File: config.mk
export PLATFORM = sky130hd
export DESIGN_NAME = video_sync_gen
export DESIGN_NICKNAME = d
export VERILOG_FILES = /design/src/rtl/video_sync_gen.sv
export SDC_FILE = /design/constraint.sdc
export NUM_CORES = 1
export LEC_CHECK = 0
export CORE_AREA = 2 2 75 77
export DETAILED_ROUTE_END_ITERATION = 16
export DIE_AREA = 0 0 77 79
export DONT_BUFFER_PORTS = 1
export GPL_TIMING_DRIVEN = 0
export PLACE_DENSITY_LB_ADDON = 0.25
export SLEW_MARGIN = 10
export SYNTH_ARGS = -nofsm -noshare
export SYNTH_HDL_FRONTEND = slang
export SYNTH_SLANG_ARGS = --single-unit
export TNS_END_PERCENT = 20
File: constraint.sdc
create_clock -name clk6m -period 2.7 [get_ports clk6m]
set_clock_uncertainty 0.2 [all_clocks]
set_input_delay 0.81 -clock clk6m [delete_from_list [all_inputs] [get_ports clk6m]]
set_output_delay 0.81 -clock clk6m [all_outputs]
set_load 0.03 [all_outputs]
File: src/rtl/video_sync_gen.sv
// 15 kHz raster timing source: H/V counters, video RAM fetch, and a sync/blank
// alignment pipeline matched to the RAM read latency. Optional: VIDEO_SYNC_GEN_TESTPAT_EN.
`timescale 1ns/1ps
module video_sync_gen #(
    parameter int unsigned H_TOTAL      = 384,
    parameter int unsigned H_ACTIVE     = 256,
    parameter int unsigned H_SYNC_START = 288,
    parameter int unsigned H_SYNC_LEN   = 32,
    parameter int unsigned V_TOTAL      = 262,
    parameter int unsigned V_ACTIVE     = 232,
    parameter int unsigned V_SYNC_START = 240,
    parameter int unsigned V_SYNC_LEN   = 3,
    parameter int unsigned RD_LAT       = 1
) (
    input  logic        clk6m,
    input  logic        reset_n,
    input  logic        enable,
`ifdef VIDEO_SYNC_GEN_TESTPAT_EN
    input  logic        testpat,
`endif
    output logic [16:0] ram_addr,
    output logic        ram_ce,
    input  logic [7:0]  ram_data,
    output logic        hsync_o,
    output logic        vsync_o,
    output logic        blank_o,
    output logic [7:0]  rgb_o,
    output logic        line_start,
    output logic        frame_start,
    output logic        vblank_irq
);

    localparam int unsigned CW     = 11;
    localparam int unsigned DLY    = RD_LAT;
    localparam int unsigned H_SYNC_END = H_SYNC_START + H_SYNC_LEN;
    localparam int unsigned V_SYNC_END = V_SYNC_START + V_SYNC_LEN;

    if (H_ACTIVE > H_SYNC_START || H_SYNC_END > H_TOTAL ||
        V_ACTIVE > V_SYNC_START || V_SYNC_END > V_TOTAL ||
        H_ACTIVE > 512 || V_ACTIVE > 256 || RD_LAT < 1 || RD_LAT > 3) begin : g_param_check
        $error("video_sync_gen: illegal timing parameters");
    end

    logic [CW-1:0] hcount;
    logic [CW-1:0] vcount;
    logic          h_last;
    logic          v_last;
    logic          active;
    logic          hs;
    logic          vs;
    logic [7:0]    pix;

    logic [DLY-1:0] act_q;
    logic [DLY-1:0] hs_q;
    logic [DLY-1:0] vs_q;
`ifdef VIDEO_SYNC_GEN_TESTPAT_EN
    logic [DLY-1:0][7:0] hp_q;
    logic [DLY-1:0][3:0] vp_q;
`endif

    assign h_last = (hcount == CW'(H_TOTAL - 1));
    assign v_last = (vcount == CW'(V_TOTAL - 1));

    // Free-running raster counters
    always_ff @(posedge clk6m or negedge reset_n) begin
        if (!reset_n) begin
            hcount <= '0;
            vcount <= '0;
        end else if (enable) begin
            if (h_last) begin
                hcount <= '0;
                vcount <= v_last ? '0 : vcount + CW'(1);
            end else begin
                hcount <= hcount + CW'(1);
            end
        end
    end

    // Vertical sync window opens and closes at the hsync start point, so the
    // vsync edges line up with hsync falling edges.
    always_comb begin
        active = (hcount < CW'(H_ACTIVE)) && (vcount < CW'(V_ACTIVE));
        hs     = (hcount >= CW'(H_SYNC_START)) && (hcount < CW'(H_SYNC_END));
        vs     = ((vcount > CW'(V_SYNC_START)) ||
                  ((vcount == CW'(V_SYNC_START)) && (hcount >= CW'(H_SYNC_START)))) &&
                 ((vcount < CW'(V_SYNC_END)) ||
                  ((vcount == CW'(V_SYNC_END)) && (hcount < CW'(H_SYNC_START))));
    end

    assign ram_addr = {vcount[7:0], hcount[8:0]};
`ifdef VIDEO_SYNC_GEN_TESTPAT_EN
    assign ram_ce   = reset_n & enable & active & ~testpat;
`else
    assign ram_ce   = reset_n & enable & active;
`endif

    // Delay line covering the RAM read latency; output registers form the last stage
    always_ff @(posedge clk6m or negedge reset_n) begin
        if (!reset_n) begin
            act_q <= '0;
            hs_q  <= '0;
            vs_q  <= '0;
`ifdef VIDEO_SYNC_GEN_TESTPAT_EN
            hp_q  <= '0;
            vp_q  <= '0;
`endif
        end else if (enable) begin
            act_q[0] <= active;
            hs_q[0]  <= hs;
            vs_q[0]  <= vs;
`ifdef VIDEO_SYNC_GEN_TESTPAT_EN
            hp_q[0]  <= hcount[7:0];
            vp_q[0]  <= vcount[3:0];
`endif
            for (int i = 1; i < int'(DLY); i++) begin
                act_q[i] <= act_q[i-1];
                hs_q[i]  <= hs_q[i-1];
                vs_q[i]  <= vs_q[i-1];
`ifdef VIDEO_SYNC_GEN_TESTPAT_EN
                hp_q[i]  <= hp_q[i-1];
                vp_q[i]  <= vp_q[i-1];
`endif
            end
        end
    end

    always_comb begin
        pix = 8'h00;
        if (act_q[DLY-1]) begin
`ifdef VIDEO_SYNC_GEN_TESTPAT_EN
            if (!testpat) begin
                pix = ram_data;
            end else if (hp_q[DLY-1][3:0] == 4'h0 || vp_q[DLY-1] == 4'h0) begin
                pix = 8'hFF;
            end else begin
                pix = {hp_q[DLY-1][7:5], hp_q[DLY-1][7:5], hp_q[DLY-1][7:6]};
            end
`else
            pix = ram_data;
`endif
        end
    end

    always_ff @(posedge clk6m or negedge reset_n) begin
        if (!reset_n) begin
            hsync_o <= 1'b1;
            vsync_o <= 1'b1;
            blank_o <= 1'b1;
            rgb_o   <= 8'h00;
        end else if (enable) begin
            hsync_o <= ~hs_q[DLY-1];
            vsync_o <= ~vs_q[DLY-1];
            blank_o <= ~act_q[DLY-1];
            rgb_o   <= pix;
        end
    end

    // Strobes track the counters directly, without the pixel delay
    always_ff @(posedge clk6m or negedge reset_n) begin
        if (!reset_n) begin
            line_start  <= 1'b0;
            frame_start <= 1'b0;
            vblank_irq  <= 1'b0;
        end else begin
            line_start  <= enable & h_last;
            frame_start <= enable & h_last & v_last;
            vblank_irq  <= enable & h_last & (vcount == CW'(V_ACTIVE - 1));
        end
    end

endmodule
After elaboration in Yosys (flattened, before gate mapping). Cells that the tools add are included.

Flip-flop bits (word level): 39. Output and inout bits: 32. Bits of input ports: 11. Word-level logic and storage cells: 45.

Reduce and logical (&&, ||, !) cells: 8. Bitwise logic cells: 8. Equal/unequal tests: 5. $lt $le $gt $ge: 7. Muxes and demuxes: 3. Add/subtract/negate cells: 2.

Operators by type and width (number): $eq 11x8->1 const B (3); $lt 11x9->1 const B (3); $add 11x1->11 const B (2); $eq 11x9->1 const B (2); $lt 11x8->1 const B (2); $mux 11 (2); $ge 11x9->1 const B (1); $gt 11x8->1 const B (1); $mux 8 (1); $and 1x1->1 (5); $logic_and 1x1->1 (5); $not 1->1 (3); $logic_or 1x1->1 (2); $reduce_and 2->1 (1).

Logic depth before layout (Yosys ltp).
Depth after elaboration: 4. Depth in mapped cells: 6. Mapped depth without buffers: 6.

Worst setup path before layout. OpenSTA, ideal clock, no wires.

Path type: input -> output. Start: in enable. End: out ram_ce. Slack: -200 ps. Data required time: 1690 ps. Cell stages on the path: 4. Arrival: 1890 ps. Cell sequence: clkbuf_2 nor4b_1 nand4b_1 nor2_1.

Word-level cells in the longest chain between the ends: 2.

RTL lines: start: declaration (RTL line 17) `input logic enable,`; $and 1x1->1 (2 in a row) (RTL line 94) `assign ram_ce = reset_n & enable & active;`; end: declaration (RTL line 22) `output logic ram_ce,`.

No other way between the ends.

Final worst setup path. Ends and elaborated chain as after synthesis.

==> metrics.yaml <==
cts-root-buf: "clkbuf_8"
synth_cell_type_count: 43
worst-slew-pin-transition_ps: 892
crit_type: "in2out"
fin_nets: 238
start_util: 0.386
num-fill-cells: 552
outcome: "finished clean"
grt_util_met3: 0.0330
area_delta_synth_final_pct: 12.4
grt_overflow: 0
syn_nets: 226
ys.flop_type: "dfrtp_1"
fin_ws_ps: 116
cts.htree.levels: 2
tns_ps: 0
ys_seq_elements: 39
synth-edff-count: 0
gp_congestion: 0.835
r2r_setup_slack_ps: 660
power_density_mw_per_mm2: 597
cts_tree: "yes"
layout-drive-gt1-share: 0.193
synth_top_area_frac: 0.437
drv_slew: 0
hold_violations: 0
n_antenna_cell: 0
die-area_mm2: 0.00608
insertion_delay_ps: 290
fin_util: 0.434
synthArstFlopShare: 1.00
yosysTopAreaCell: "dfrtp_1"
place_hpwl_mm: 2.93
die_w_um: 77
drtIter0Drc: 135
synthesis.area_mm2: 0.00206
grt_max_degree: 22
grt_pass1_vias: 1476
use_met2: 0.233
fin_crit_ps: 2580
cap_violations: 0
antenna_found_initial: 0
pre_cts_slack_ps: -120
die_h_um: 79
vias: 1505
finalCritPeriodShare: 0.957
final_common_cell: "dfrtp_1"
synth-warning-count: 0
core_area_mm2: 0.00534
fmax_mhz: 387
drt.antenna.violating_nets: 0
whs_ps: 162
routedWlPerCell_um: 14.2
hold_class: "in2async"
clkSinkCount: 39
cts-buffers-inserted: 5
cp.arrival_ps: 1570
finalSetupViolCount: 0
vdd_drop_max_mv: 0.294
endpoint_kind: "output port"
syn-mean-instance-area_um2: 9.81
boundaryPins: 43
clkTransAtPathRegs_ps: 70
synthCells: 210
p_leak_nw: 1.05
cp_max_fo: 7
grtUsageTotal: 0.151
port_buffers: 0
max_slew_margin: 0.403
cp-start-kind: "input port"
rows: 27
layout_common_cells: "36 x dfrtp_1, 21 x inv_1, 20 x buf_4"
drt_first_pass_iters: 4
grt.busiest_layer: "met2"
drcViolationCount: 0
clockBufferDepth: 2
wl_mm: 4.19
vias_per_cell: 5.10
globalRouteMet1Util: 0.211
synth.area.top_cells: "dfrtp_1 44%, buf_4 6.2%, o21ai_0 4.6%"
ys_seq_area_frac: 0.475
rsz0062_at_grt: "no"
grt_pass1_wl_mm: 7.31
critPathRequiredTime_ps: 1690
sequential cells by signal, indices dropped and copies added (netlist names):
name,cells
line_start,1
vcount,11
hsync_o,1
vblank_irq,1
frame_start,1
hs_q,1
vs_q,1
hcount,11
act_q,1
rgb_o,8
blank_o,1
vsync_o,1
cell type report:
class	instances	area, um^2	share of cell area
Multi-Input combinational cell	125	857	0.370
Buffer	24	174	0.0751
Sequential cell	39	980	0.423
Clock buffer	7	86.3	0.0373
Clock inverter	1	5.00	0.00216
Tap cell	72	90.1	0.0389
Inverter	22	82.6	0.0356
Timing Repair Buffer	5	42.5	0.0184
report_power, final:
part,switching [W],internal [W],total (W)
Sequential,0.0000602,0.000627,0.000687
Combinational,0.000181,0.000109,0.000289
Clock,0.000200,0.000206,0.000407
worst max-delay path, stage by stage:
cell and delay, ps:
buf_8 90, nor4b_4 200, nand4b_1 220, nor2_4 250
cell families (layout without fill, tap and decap cells):
| logic type | count (synthesis) | after routing | synth area share |
|---|---|---|---|
| fa+ha+maj | 5 | 5 | 0.0304 |
| simple gates | 71 | 71 | 0.210 |
| compound gates | 35 | 35 | 0.101 |
| buf+inv | 46 | 59 | 0.120 |
| flops | 39 | 39 | 0.475 |
| mux | 4 | 4 | 0.0206 |
| xor+xnor | 10 | 10 | 0.0425 |
cells in the mapped netlist, drive strengths merged (4+ instances only):
library cell  instances
dfrtp                36
nor2                  9
nand2                12
nand4                 7
nor4b                 5
o21ai                19
inv                  21
clkbuf                5
buf                  19
ha                    5
xnor2                 4
xor2                  6
nand3                17
and3                  7
per-stage QoR:
| stage | power (W) | cell area, um^2 | instances |
|---|---|---|---|
| final | 0.00138 | 2320 | 295 |
| after global routing | 0.00146 | 2320 | 295 |
| after detailed placement | 0.000975 | 2160 | 282 |
| after CTS | 0.00139 | 2290 | 293 |
| after floorplan | 0.000936 | 2070 | 210 |
| after global placement | 0.000974 | 2160 | 282 |
worst paths after layout:
| path | start | to | cells after the start |
|---|---|---|---|
| min reg2reg | vs_q | vsync_o | 1 |
| min in group clk6m | vs_q | vsync_o | 1 |
| min | reset_n | vsync_o | 0 |
| max | enable | ram_ce | 4 |
| max reg2reg | vcount[1] | vcount[9] | 6 |
| max in group asynchronous | reset_n | hcount[7] | 1 |
what timing repair did:
item,CTS,global route
hold buffers,1,1
pin swaps,2,2
endpoints found under the setup margin,1,1
setup buffers,2,1
resized for setup,2,3
hold endpoints to repair,20,16
metal layers:
metal / wire length (um) / up-vias
met5: 0 / -
met4: 48 / 0
met3: 218 / 5
met2: 1950 / 40
met1: 1970 / 722
li1: - / 738
No activity file was read; power rests on OpenSTA's default activity.
